[config.mk]
export PLATFORM = sky130hd
export DESIGN_NAME = pulse_sync_multi
export DESIGN_NICKNAME = d
export VERILOG_FILES = /design/src/rtl/pulse_sync_pkg.sv /design/src/rtl/pulse_sync_chan.sv /design/src/rtl/pulse_sync_multi.sv
export SDC_FILE = /design/constraint.sdc
export NUM_CORES = 1
export LEC_CHECK = 0
export CAP_MARGIN = 20
export CORE_UTILIZATION = 40
export DETAILED_ROUTE_END_ITERATION = 10
export PLACE_DENSITY = 0.69
export SKIP_CTS_REPAIR_TIMING = 1
export SLEW_MARGIN = 25
export SYNTH_ARGS = -nofsm -noshare
export SYNTH_HDL_FRONTEND = slang
export SYNTH_SLANG_ARGS = --single-unit
[constraint.sdc]
create_clock -name clk -period 2.1 [get_ports clk]
set_input_delay 0.42 -clock clk [delete_from_list [all_inputs] [get_ports clk]]
set_output_delay 0.42 -clock clk [all_outputs]
set_load 0.02 [all_outputs]
[src/rtl/pulse_sync_pkg.sv]
// Shared definitions for the multi-channel pulse synchroniser: mode codes,
// channel FSM states and the per-mode edge qualifier.
package pulse_sync_pkg;

    localparam logic [1:0] MODE_RISE = 2'b00;
    localparam logic [1:0] MODE_FALL = 2'b01;
    localparam logic [1:0] MODE_BOTH = 2'b10;
    localparam logic [1:0] MODE_OFF  = 2'b11;

    typedef enum logic [1:0] {
        S_IDLE = 2'b00,
        S_HIGH = 2'b01,
        S_GAP  = 2'b10
    } state_e;

    function automatic logic edge_hit(input logic [1:0] mode, input logic s, input logic h);
        case (mode)
            MODE_RISE: edge_hit = s & ~h;
            MODE_FALL: edge_hit = ~s & h;
            MODE_BOTH: edge_hit = s ^ h;
            default:   edge_hit = 1'b0;
        endcase
    endfunction

endpackage

[src/rtl/pulse_sync_chan.sv]
// One synchroniser channel: sync chain, edge detect, pulse/gap FSM,
// saturating pending-event counter and sticky overflow flag.
module pulse_sync_chan
    import pulse_sync_pkg::*;
#(
    parameter int SYNC_STAGES = 3,
    parameter int PULSE_W     = 1,
    parameter int GAP_W       = 1,
    parameter int CNT_W       = 4
) (
    input  logic       clk,
    input  logic       rst_n,
    input  logic       async_i,
    input  logic [1:0] mode_i,
    input  logic       armed_i,
    input  logic       ovf_clr_i,
    output logic       pulse_o,
    output logic       busy_o,
    output logic       overflow_o
);
    localparam int TMAX = (PULSE_W > GAP_W) ? PULSE_W : GAP_W;
    localparam int TW   = (TMAX > 1) ? $clog2(TMAX) : 1;
    localparam logic [TW-1:0]    T_HIGH   = TW'(PULSE_W - 1);
    localparam logic [TW-1:0]    T_GAP    = TW'(GAP_W - 1);
    localparam logic [CNT_W-1:0] PEND_MAX = {CNT_W{1'b1}};

    (* ASYNC_REG = "TRUE" *) logic [SYNC_STAGES-1:0] sync_q;
    logic             hist_q;
    logic             ev_q;
    state_e           state_q;
    logic [TW-1:0]    timer_q;
    logic [CNT_W-1:0] pend_q;
    logic [CNT_W-1:0] pend_d;
    logic             ovf_q;
    logic             ovf_d;
    logic             pulse_q;
    logic             busy_q;
    logic             gap_end_s;
    logic             deq_s;
    logic             queue_s;
    logic             drop_s;

    // Synchroniser chain, edge history and the registered per-mode event
    always_ff @(posedge clk or negedge rst_n) begin
        if (!rst_n) begin
            sync_q <= '0;
            hist_q <= 1'b0;
            ev_q   <= 1'b0;
        end else begin
            sync_q <= {sync_q[SYNC_STAGES-2:0], async_i};
            hist_q <= sync_q[SYNC_STAGES-1];
            ev_q   <= armed_i & edge_hit(mode_i, sync_q[SYNC_STAGES-1], hist_q);
        end
    end

    assign gap_end_s = (state_q == S_GAP) && (timer_q == '0);
    assign deq_s     = gap_end_s && (pend_q != '0);
    // An event landing on a gap end with nothing queued is served directly, not queued.
    assign queue_s   = ev_q && (state_q != S_IDLE) && !(gap_end_s && (pend_q == '0));
    assign drop_s    = queue_s && !deq_s && (pend_q == PEND_MAX);

    // Pending counter and sticky overflow next state
    always_comb begin
        pend_d = pend_q;
        ovf_d  = drop_s | (ovf_q & ~ovf_clr_i);
        if (queue_s && !deq_s && !drop_s) begin
            pend_d = pend_q + CNT_W'(1);
        end else if (deq_s && !queue_s) begin
            pend_d = pend_q - CNT_W'(1);
        end else begin
            pend_d = pend_q;
        end
    end

    // Channel FSM with registered pulse and busy outputs
    always_ff @(posedge clk or negedge rst_n) begin
        if (!rst_n) begin
            state_q <= S_IDLE;
            timer_q <= '0;
            pulse_q <= 1'b0;
            busy_q  <= 1'b0;
            pend_q  <= '0;
            ovf_q   <= 1'b0;
        end else begin
            pend_q <= pend_d;
            ovf_q  <= ovf_d;
            case (state_q)
                S_IDLE: begin
                    if (ev_q) begin
                        state_q <= S_HIGH;
                        timer_q <= T_HIGH;
                        pulse_q <= 1'b1;
                        busy_q  <= 1'b1;
                    end else begin
                        pulse_q <= 1'b0;
                        busy_q  <= (pend_d != '0);
                    end
                end
                S_HIGH: begin
                    busy_q <= 1'b1;
                    if (timer_q == '0) begin
                        state_q <= S_GAP;
                        timer_q <= T_GAP;
                        pulse_q <= 1'b0;
                    end else begin
                        timer_q <= timer_q - TW'(1);
                        pulse_q <= 1'b1;
                    end
                end
                S_GAP: begin
                    if (timer_q != '0) begin
                        timer_q <= timer_q - TW'(1);
                        pulse_q <= 1'b0;
                        busy_q  <= 1'b1;
                    end else if (ev_q || (pend_q != '0)) begin
                        state_q <= S_HIGH;
                        timer_q <= T_HIGH;
                        pulse_q <= 1'b1;
                        busy_q  <= 1'b1;
                    end else begin
                        state_q <= S_IDLE;
                        pulse_q <= 1'b0;
                        busy_q  <= 1'b0;
                    end
                end
                default: begin
                    state_q <= S_IDLE;
                    timer_q <= '0;
                    pulse_q <= 1'b0;
                    busy_q  <= 1'b0;
                end
            endcase
        end
    end

    assign pulse_o    = pulse_q;
    assign busy_o     = busy_q;
    assign overflow_o = ovf_q;

endmodule

[src/rtl/pulse_sync_multi.sv]
// N_CH independent pulse synchroniser channels sharing one post-reset arm counter.
// async_in needs a false-path / max-delay constraint in the implementation flow.
module pulse_sync_multi
    import pulse_sync_pkg::*;
#(
    parameter int N_CH        = 4,
    parameter int SYNC_STAGES = 3,
    parameter int PULSE_W     = 1,
    parameter int GAP_W       = 1,
    parameter int CNT_W       = 4
) (
    input  logic              clk,
    input  logic              rst_n,
    input  logic [N_CH-1:0]   async_in,
    input  logic [2*N_CH-1:0] mode,
    input  logic [N_CH-1:0]   ovf_clr,
    output logic [N_CH-1:0]   pulse_out,
    output logic [N_CH-1:0]   busy,
    output logic [N_CH-1:0]   overflow
);
    localparam int ARM_N = SYNC_STAGES + 1;
    localparam int AW    = $clog2(ARM_N + 1);

    logic [AW-1:0] arm_cnt_q;
    logic          armed_q;

    // Mask edge detection until the sync chains and history flops hold real levels
    always_ff @(posedge clk or negedge rst_n) begin
        if (!rst_n) begin
            arm_cnt_q <= '0;
            armed_q   <= 1'b0;
        end else if (!armed_q) begin
            arm_cnt_q <= arm_cnt_q + AW'(1);
            armed_q   <= (arm_cnt_q == AW'(ARM_N - 1));
        end else begin
            arm_cnt_q <= arm_cnt_q;
            armed_q   <= 1'b1;
        end
    end

    for (genvar gi = 0; gi < N_CH; gi++) begin : g_ch
        pulse_sync_chan #(
            .SYNC_STAGES(SYNC_STAGES),
            .PULSE_W    (PULSE_W),
            .GAP_W      (GAP_W),
            .CNT_W      (CNT_W)
        ) u_chan (
            .clk       (clk),
            .rst_n     (rst_n),
            .async_i   (async_in[gi]),
            .mode_i    (mode[2*gi +: 2]),
            .armed_i   (armed_q),
            .ovf_clr_i (ovf_clr[gi]),
            .pulse_o   (pulse_out[gi]),
            .busy_o    (busy[gi]),
            .overflow_o(overflow[gi])
        );
    end

endmodule

Word-level counts from Yosys, hierarchy flattened --
Index checks and enable logic that the tools add are counted.
Word-level totals: logic and storage cells 289, register bits 64, output and inout port bits 12, bits of input ports 18
Operators by class: muxes and demuxes 77, bitwise gates (word level) 40, equal/unequal tests 33, reduce and logical (&&, ||, !) cells 88, add/subtract/negate cells 13
Operator list (number):
- 2-to-1 mux 1 bit | 37
- logical AND 1 bit | 36
- one-hot mux 1 bit (3 select lines) | 12
- 2-to-1 mux 4 bit | 8
- nonzero test 4 bit | 8
- 2-to-1 mux 2 bit | 12
- one-hot mux 2 bit (3 select lines) | 4
- adder 4 x 1 -> 4 bit (second input constant) | 4
- AND 1 bit | 16
- equality test 2 x 1 -> 1 bit (second input constant) | 8
- equality test 2 bit (second input constant) | 8
- equality test 4 bit (second input constant) | 4
- logical NOT 1 bit | 16
- logical NOT 2 bit | 8
- logical NOT 4 bit | 4
- != test 2 bit (second input constant) | 8
- inverter 1 bit | 16
- subtractor 4 x 1 -> 4 bit (second input constant) | 4
- AND reduction 3 bit | 4
- != test 2 x 1 -> 1 bit (second input constant) | 4
- one-hot mux 1 bit (2 select lines) | 4
- nonzero test 2 bit | 4
- OR reduction 2 bit | 4
- logical OR 1 bit | 4
- other kinds (5) | 14

Longest topological paths before layout --
Gate-level depths: netlist of run 1.
depth in word-level cells 13, depth in mapped cells 7, mapped depth without buffers 7

By module --
A second synthesis of run 1 with hierarchy kept.
Unflattened totals: cell total of the unflattened synthesis 281, area total of the unflattened synthesis 2982.9 um2
By module, submodules not included:
- pulse_sync_chan (g_ch[1].u_chan ...) | cells each 68, area each 700.7 um2, seq. area each 350.3 um2, times used 2
- pulse_sync_chan (g_ch[3].u_chan) | cells each 69, area each 711.9 um2, seq. area each 350.3 um2, times used 1
- pulse_sync_chan (g_ch[0].u_chan) | cells each 64, area each 701.9 um2, seq. area each 350.3 um2, times used 1
- pulse_sync_multi | cells each 12, area each 167.7 um2, seq. area each 100.1 um2, times used 1

Least setup slack after synthesis of run 1 --
Ideal clock, no wire load.
kind reg-to-reg, start register g_ch[0].u_chan.pend_q[0], end register g_ch[0].u_chan.busy_q, data required time 1971 ps, library setup time 129 ps, path buffers 0, slack 93 ps, stages on the path, launching flop included 7, clock period less this slack 2007 ps, arrival 1877 ps, cell sequence dfrtp_1 inv_1 ha_1 or3b_1 a21o_1 a211o_1 o41a_1
Between the ends: word-level cells in the longest chain between the ends 12, elaborated cells on any way between the ends 24, classes of those cells 2 x add/sub; 1 x eq/ne; 6 x mux; 15 x reduce/logical
RTL lines:
- from (decl) | line pulse_sync_chan.sv:32 | logic [CNT_W-1:0] pend_q;
- from (signal assigned) | line pulse_sync_chan.sv:85 | pend_q <= pend_d;
- logical NOT 4 bit | line pulse_sync_chan.sv:59 | assign queue_s = ev_q && (state_q != S_IDLE) && !(gap_end_s && (pend_q == '0));
- logical AND 1 bit | line pulse_sync_chan.sv:59
- logical NOT 1 bit | line pulse_sync_chan.sv:59
- logical AND 1 bit | line pulse_sync_chan.sv:59
- logical AND 1 bit | line pulse_sync_chan.sv:60, pulse_sync_chan.sv:66
- logical AND 1 bit | line pulse_sync_chan.sv:60 | assign drop_s = queue_s && !deq_s && (pend_q == PEND_MAX);
- logical NOT 1 bit | line pulse_sync_chan.sv:66 | if (queue_s && !deq_s && !drop_s) begin
- logical AND 1 bit | line pulse_sync_chan.sv:66
- 2-to-1 mux 4 bit | line pulse_sync_chan.sv:66
- nonzero test 4 bit | line pulse_sync_chan.sv:96 | busy_q <= (pend_d != '0);
- 2-to-1 mux 1 bit | line pulse_sync_chan.sv:89 | if (ev_q) begin
- one-hot mux 1 bit (3 select lines) (*) | line pulse_sync_chan.sv:87 | case (state_q)
- to (signal assigned) | line pulse_sync_chan.sv:96
- to (decl) | line pulse_sync_chan.sv:37 | logic busy_q;
Mark *: on every way between the ends. The rest lies on a longest branch, timed or not. A chain may end at the register's enable or synchronous reset.

Worst setup path after layout of run 1 --
Same ends and word-level chain as after synthesis.

==> impl_metrics.ini, run 1 <==
[die]
die_h_um = 87.6
die_w_um = 87.6
start_util_pct = 42.3
ios = 30
num_rows = 30
dieArea_um2 = 7680
core_area_um2 = 6940

[layout]
final_cells = 413
layout-drive-gt1-share_pct = 14.5
diodes = 0
nNetsFinal = 350
syn2layout_area_growth_pct = 20.8
ff_latch_area_um2 = 1500
multi_input_area_um2 = 1230
fillCellCount = 623

[timing]
fin_crit_ns = 2.04
max_slew_margin_pct = 74.3
slew_viol_final = 0
max_freq_ghz = 0.490
tightest_slew_ns = 0.382
worst_clock_skew_ns = 0.00553
hold_viol_final = 0
fin_hold_ws_ns = 0.0838
finalCritPeriodShare_pct = 97.2
setup_viol = 0

[routing]
viasPerCell = 5.00
first_iter_violations = 94
routed_wl_mm = 4.90
drc = 0
ant_nets = 0
firstDrtPassIters = 4
wl_per_cell_um = 11.9
vias = 2065

[critical_path]
critPathSlowestCell = or3b_4
cp_slowest_stage_delay_ns = 0.40
rr_worst_depth = 6
crit_path_end_kind = flop
crit_path_cell_trace = inv_2 > ha_1 > or3b_4 > a21o_1 > a211o_1 > o41a_1
start_kind = flop
setup.worst_path.class = flop to flop
r2r-start = g_ch[0].u_chan.pend_q[0]
crit_path_start = g_ch[0].u_chan.pend_q[0]
cp_data_arrival_time_ns = 2.25
crit_path_max_fanout = 3
cp_data_required_time_ns = 2.31

[yosys]
syn_inst = 279
syn-mean-instance-area_um2 = 10.5
synthFlopType = dfrtp_1
async_reset_ff_share_pct = 100
synth-seq-cells = 60
synth-edff-count = 0
ys_warn_count = 0
ys_seq_area_share_pct = 51.2
syn_nets = 317
synth_area_um2 = 2930
yosysUniqueCellTypes = 46

[clocking]
htreeDepth = 3
cts_sinks = 60
clk_pin_slew_worst_paths_ns = 0.07
cts_buffers = 9
clk_path_buf_depth = 2
clk_latency_ns = 0.33
cts_tree = yes
cts_root_buf = clkbuf_8

[global_route]
grt_pass1_wl_mm = 8.42
antenna_found_initial = 0
grt_max_degree = 61
grt.total_usage_pct = 14.5
grt-ovfl-total = 0
grt_pass1_vias = 1941

[pwr]
ir_worst_vdd_mv = 0.526
cellLeakagePower_nw = 1.61
p_per_area_nw_per_um2 = 1270
total_power_mw = 4.50

[placement]
dp.cells = 395
dp_hpwl_mm = 3.42
port_buffers = 29
gp_congestion = 0.827

[flow_run]
maxCapViolCount = 0

[worst_hold_path]
holdCritPathClass = input port to async pin

[status]
status = completed
## layer usage
layer	wire length (µm)	GRT usage (%)
met1	2260	18.5
met2	2290	21.2
met3	271	6.03
met4	70	6.86
met5	0	0
## placed cells by master (no fill, tap or decap), drive strengths merged, types with 5 or more instances in the layout
cell / synthesis / final
and2: 5 / 5
o22ai: 5 / 5
inv: 27 / 27
or3b: 5 / 5
nand2: 15 / 15
mux2i: 5 / 5
dfrtp: 60 / 60
nand4: 7 / 7
ha: 20 / 20
a21oi: 6 / 6
a31oi: 5 / 5
clkdlybuf4s50: 0 / 28
o21ai: 14 / 14
nand3: 16 / 16
nor2: 18 / 18
buf: 14 / 13
xnor2: 6 / 6
clkbuf: 5 / 11
## through the flow
| stage | TNS (ns) | area (µm²) | setup WS, ns | utilization, % |
|---|---|---|---|---|
| final | 0 | 3540 | 0.0578 | 51.0 |
| after global routing | -0.00903 | 3540 | -0.00903 | 51.0 |
| after CTS | 0 | 3510 | 0.00221 | 50.5 |
| after detailed placement | 0 | 3310 | 0.0170 | 47.6 |
| after global placement | 0 | 3310 | 0.0972 | 47.6 |
| after floorplan | 0 | 2930 | 0.0933 | - |
## kinds of logic (layout without fill, tap and decap cells)
| family | Yosys count | count (layout) | synth area share (%) |
|---|---|---|---|
| multiplexers | 6 | 6 | 2.09 |
| AND/OR/NAND/NOR | 82 | 82 | 14.8 |
| adder cells (fa/ha/maj) | 20 | 20 | 8.53 |
| buffers and inverters | 46 | 84 | 7.59 |
| XOR/XNOR | 9 | 9 | 2.69 |
| AO/OA/AOI/OAI | 56 | 56 | 13.1 |
| flip-flops | 60 | 60 | 51.2 |
## registers in the layout (all words and copies together), names as in the netlist
name	count
g_ch.u_chan.ev_q	4
armed_q	1
g_ch.u_chan.sync_q	12
g_ch.u_chan.pend_q	16
arm_cnt_q	3
g_ch.u_chan.hist_q	4
g_ch.u_chan.state_q	8
g_ch.u_chan.busy_o	4
g_ch.u_chan.overflow_o	4
g_ch.u_chan.pulse_o	4
## power by group
group / switching [mW] / total, mW / internal, mW
Clock: 0.425 / 1.03 / 0.604
Sequential: 0.360 / 1.84 / 1.48
Combinational: 0.834 / 1.63 / 0.799
## worst max-delay path: cells and delay by family (launching register included)
family,cells,cell delay (ns)
AOI/OAI and AO/OA,3,0.77
adders and majority gates,1,0.30
and+or+nand+nor,1,0.40
DFF,1,0.39
buffers and inverters,1,0.06
## synthesized netlist by cell type, types with 2 or more instances
master / number / area share, %
a211oi_1: 2 / 0.51
dfrtp_1: 60 / 51
xor2_1: 3 / 0.90
mux2i_1: 5 / 1.7
o22ai_1: 5 / 1.1
a31o_2: 3 / 0.90
o21a_1: 2 / 0.51
nor2_1: 18 / 2.3
buf_4: 13 / 3.3
nand3b_1: 4 / 1.0
o22a_1: 2 / 0.60
nor2b_1: 4 / 0.85
a22oi_1: 2 / 0.51
o41a_1: 3 / 1.2
nor3_1: 2 / 0.34
clkbuf_1: 5 / 0.64
nand4_1: 7 / 1.5
a21oi_1: 6 / 1.0
and2_1: 5 / 1.1
inv_1: 27 / 3.5
a211o_1: 2 / 0.60
o21ai_0: 13 / 2.2
a31oi_1: 5 / 1.1
xnor2_1: 6 / 1.8
nand2_1: 15 / 1.9
nand3_1: 16 / 2.7
or3b_1: 4 / 1.2
ha_1: 20 / 8.5
o211ai_1: 3 / 0.77
## final cells by class
type | count | area share (%)
clock inverter | 5 | 1.41
multi-input combinational | 173 | 34.7
clock buffer | 11 | 4.27
sequential | 60 | 42.4
timing repair buffer | 41 | 10.9
tap | 96 | 3.39
inverter | 27 | 2.86
## final timing paths
| check | end | slack [ns] |
|---|---|---|
| max | g_ch[0].u_chan.busy_o | 0.06 |
| min | g_ch[2].u_chan.pend_q[1] | 0.08 |
| max reg2reg | g_ch[0].u_chan.busy_o | 0.06 |
| min reg2reg | g_ch[1].u_chan.sync_q[2] | 0.34 |
| max in group asynchronous | g_ch[0].u_chan.pend_q[1] | 1.74 |
| min in group clk | g_ch[1].u_chan.sync_q[2] | 0.34 |
(Power assumes the default switching activity.)
==> run 2: changes to the inputs <==
CORE_UTILIZATION = 51   (was 40)
PLACE_DENSITY = 0.83   (was 0.69)
RECOVER_POWER = 25   (was unset)
==> run 2 against run 1 <==
Highest routed layer unchanged; sequential cell count unchanged; via count increased by 3.8%; sequential share of layout area increased by 0.31 points.
==> impl_metrics.ini, run 2 (synthesis results as in run 1) <==
[routing]
drc = 0
ant_nets = 0
wl_per_cell_um = 13.2
first_iter_violations = 115
vias = 2144
routed_wl_mm = 5.12
viasPerCell = 5.51
firstDrtPassIters = 4

[die]
core_area_um2 = 5540
die_w_um = 77.9
dieArea_um2 = 6060
die_h_um = 77.9
num_rows = 27
start_util_pct = 53.0
ios = 30

[critical_path]
path_depth = 6
setup.worst_path.class = flop to flop
crit_path_end_kind = flop
r2r-start = g_ch[0].u_chan.pend_q[0]
cp_data_required_time_ns = 2.33
r2r_setup_slack_ns = 0.09
cp_slowest_stage_delay_ns = 0.41
crit_path_cell_trace = inv_1 > ha_4 > or3b_4 > a21o_1 > a211o_1 > o41a_1
crit_buf_inv = 1
rr_worst_depth = 6
cp_data_arrival_time_ns = 2.24
path_delay_family = compound AO/OA/AOI/OAI gates
critPathSlowestCell = dfrtp_1
start_kind = flop
crit_path_max_fanout = 4
r2r_end = g_ch[0].u_chan.busy_o

[pwr]
seqPwrFrac_pct = 40.6
cellLeakagePower_nw = 1.60
p_per_area_nw_per_um2 = 1300
clkPwrFrac_pct = 22.9
ir_worst_vdd_mv = 0.572
switching_share_pct = 37.5
pwr-share-comb_pct = 36.6
total_power_mw = 4.56
intPower_mw = 2.85
switching_power_mw = 1.71

[clocking]
cts_root_buf = clkbuf_8
cts_sinks = 60
cts_tree = yes
cts_buffers = 9
clk_path_buf_depth = 2
clk_pin_slew_worst_paths_ns = 0.07
htreeDepth = 3
clk_latency_ns = 0.35

[worst_hold_path]
hold_path.startpoint = g_ch[0].u_chan.sync_q[1]
hold-path-cell-count = 0
holdPathEnd = g_ch[0].u_chan.sync_q[2]
holdCritPathClass = flop to flop

[global_route]
grt_pass1_vias = 2136
grt-ovfl-total = 0
grt_pass1_wl_mm = 9.07
grt_max_degree = 61
grt.total_usage_pct = 19.4
antenna_found_initial = 0

[layout]
syn2layout_area_growth_pct = 19.8
diodes = 0
nNetsFinal = 350
utilization_pct = 63.4
final_common_cell = dfrtp_1
largest_register_ffs = 16
reg_top3 = g_ch.u_chan.pend_q (16), g_ch.u_chan.sync_q (12), g_ch.u_chan.state_q (8)
layout-drive-gt1-share_pct = 14.5
final_cell_mix = dfrtp_1 (60), clkdlybuf4s50_1 (28), inv_1 (24)
max_flop_register = g_ch.u_chan.pend_q

[timing]
finalSetupTns_ns = 0
tightest_slew_ns = 1.38
setup_viol = 0
max_slew_margin_pct = 7.94
max_freq_ghz = 0.496
slew_viol_final = 0
rsz0062_at_grt = false
worst_clock_skew_ns = 0.00655
fin_crit_ns = 2.01
hold_viol_final = 0
finalCritPeriodShare_pct = 95.9

[placement]
gp_congestion = 0.895
dp_hpwl_mm = 3.64
port_buffers = 29

[flow_run]
maxCapViolCount = 0

[status]
status = completed
-- run 2: power groups by stage --
stage	registers, mW	clock network [mW]	logic (mW)
floorplan	1.72	0	1.22
global placement	1.83	0	1.53
detailed placement	1.85	0	1.61
CTS	1.83	1.06	1.62
global route	1.91	1.11	1.86
finish	1.85	1.04	1.67
-- run 2: stage by stage --
step	cell area (µm²)	std cells	worst slack [ns]	hold WS, ns
final	3510	389	0.0851	0.349
after global placement	3290	373	0.121	0.332
after detailed placement	3290	373	0.0550	0.335
after floorplan	2930	279	0.0933	0.124
after global routing	3510	389	0.00136	0.358
after CTS	3490	389	0.0401	0.0785
-- run 2: per-layer routing --
metal,share of wire [%],wire length [µm],global-route usage [%]
met2,48,2460,33.1
met4,1.9,97,8.49
met3,4.7,242,5.29
met5,0,0,0
met1,45,2320,22.8
-- run 2: how the worst max path moves through the flow --
| stage | to | from |
|---|---|---|
| after global placement | g_ch[0].u_chan.busy_o | g_ch[0].u_chan.pend_q[1] |
| after global routing | g_ch[0].u_chan.busy_o | g_ch[0].u_chan.pend_q[0] |
| after detailed placement | g_ch[0].u_chan.busy_o | g_ch[0].u_chan.pend_q[1] |
| after CTS | g_ch[0].u_chan.busy_o | g_ch[0].u_chan.pend_q[1] |
| after floorplan | g_ch[0].u_chan.busy_o | g_ch[0].u_chan.pend_q[0] |
| final | g_ch[0].u_chan.busy_o | g_ch[0].u_chan.pend_q[0] |
-- run 2: area by class of cell --
type / count / area (µm²)
Timing Repair Buffer: 41 / 373
Sequential cell: 60 / 1500
Multi-Input combinational cell: 173 / 1250
Fill cell: 433 / 2030
Clock buffer: 10 / 138
Clock inverter: 6 / 63.8
Inverter: 27 / 101
Tap cell: 72 / 90.1
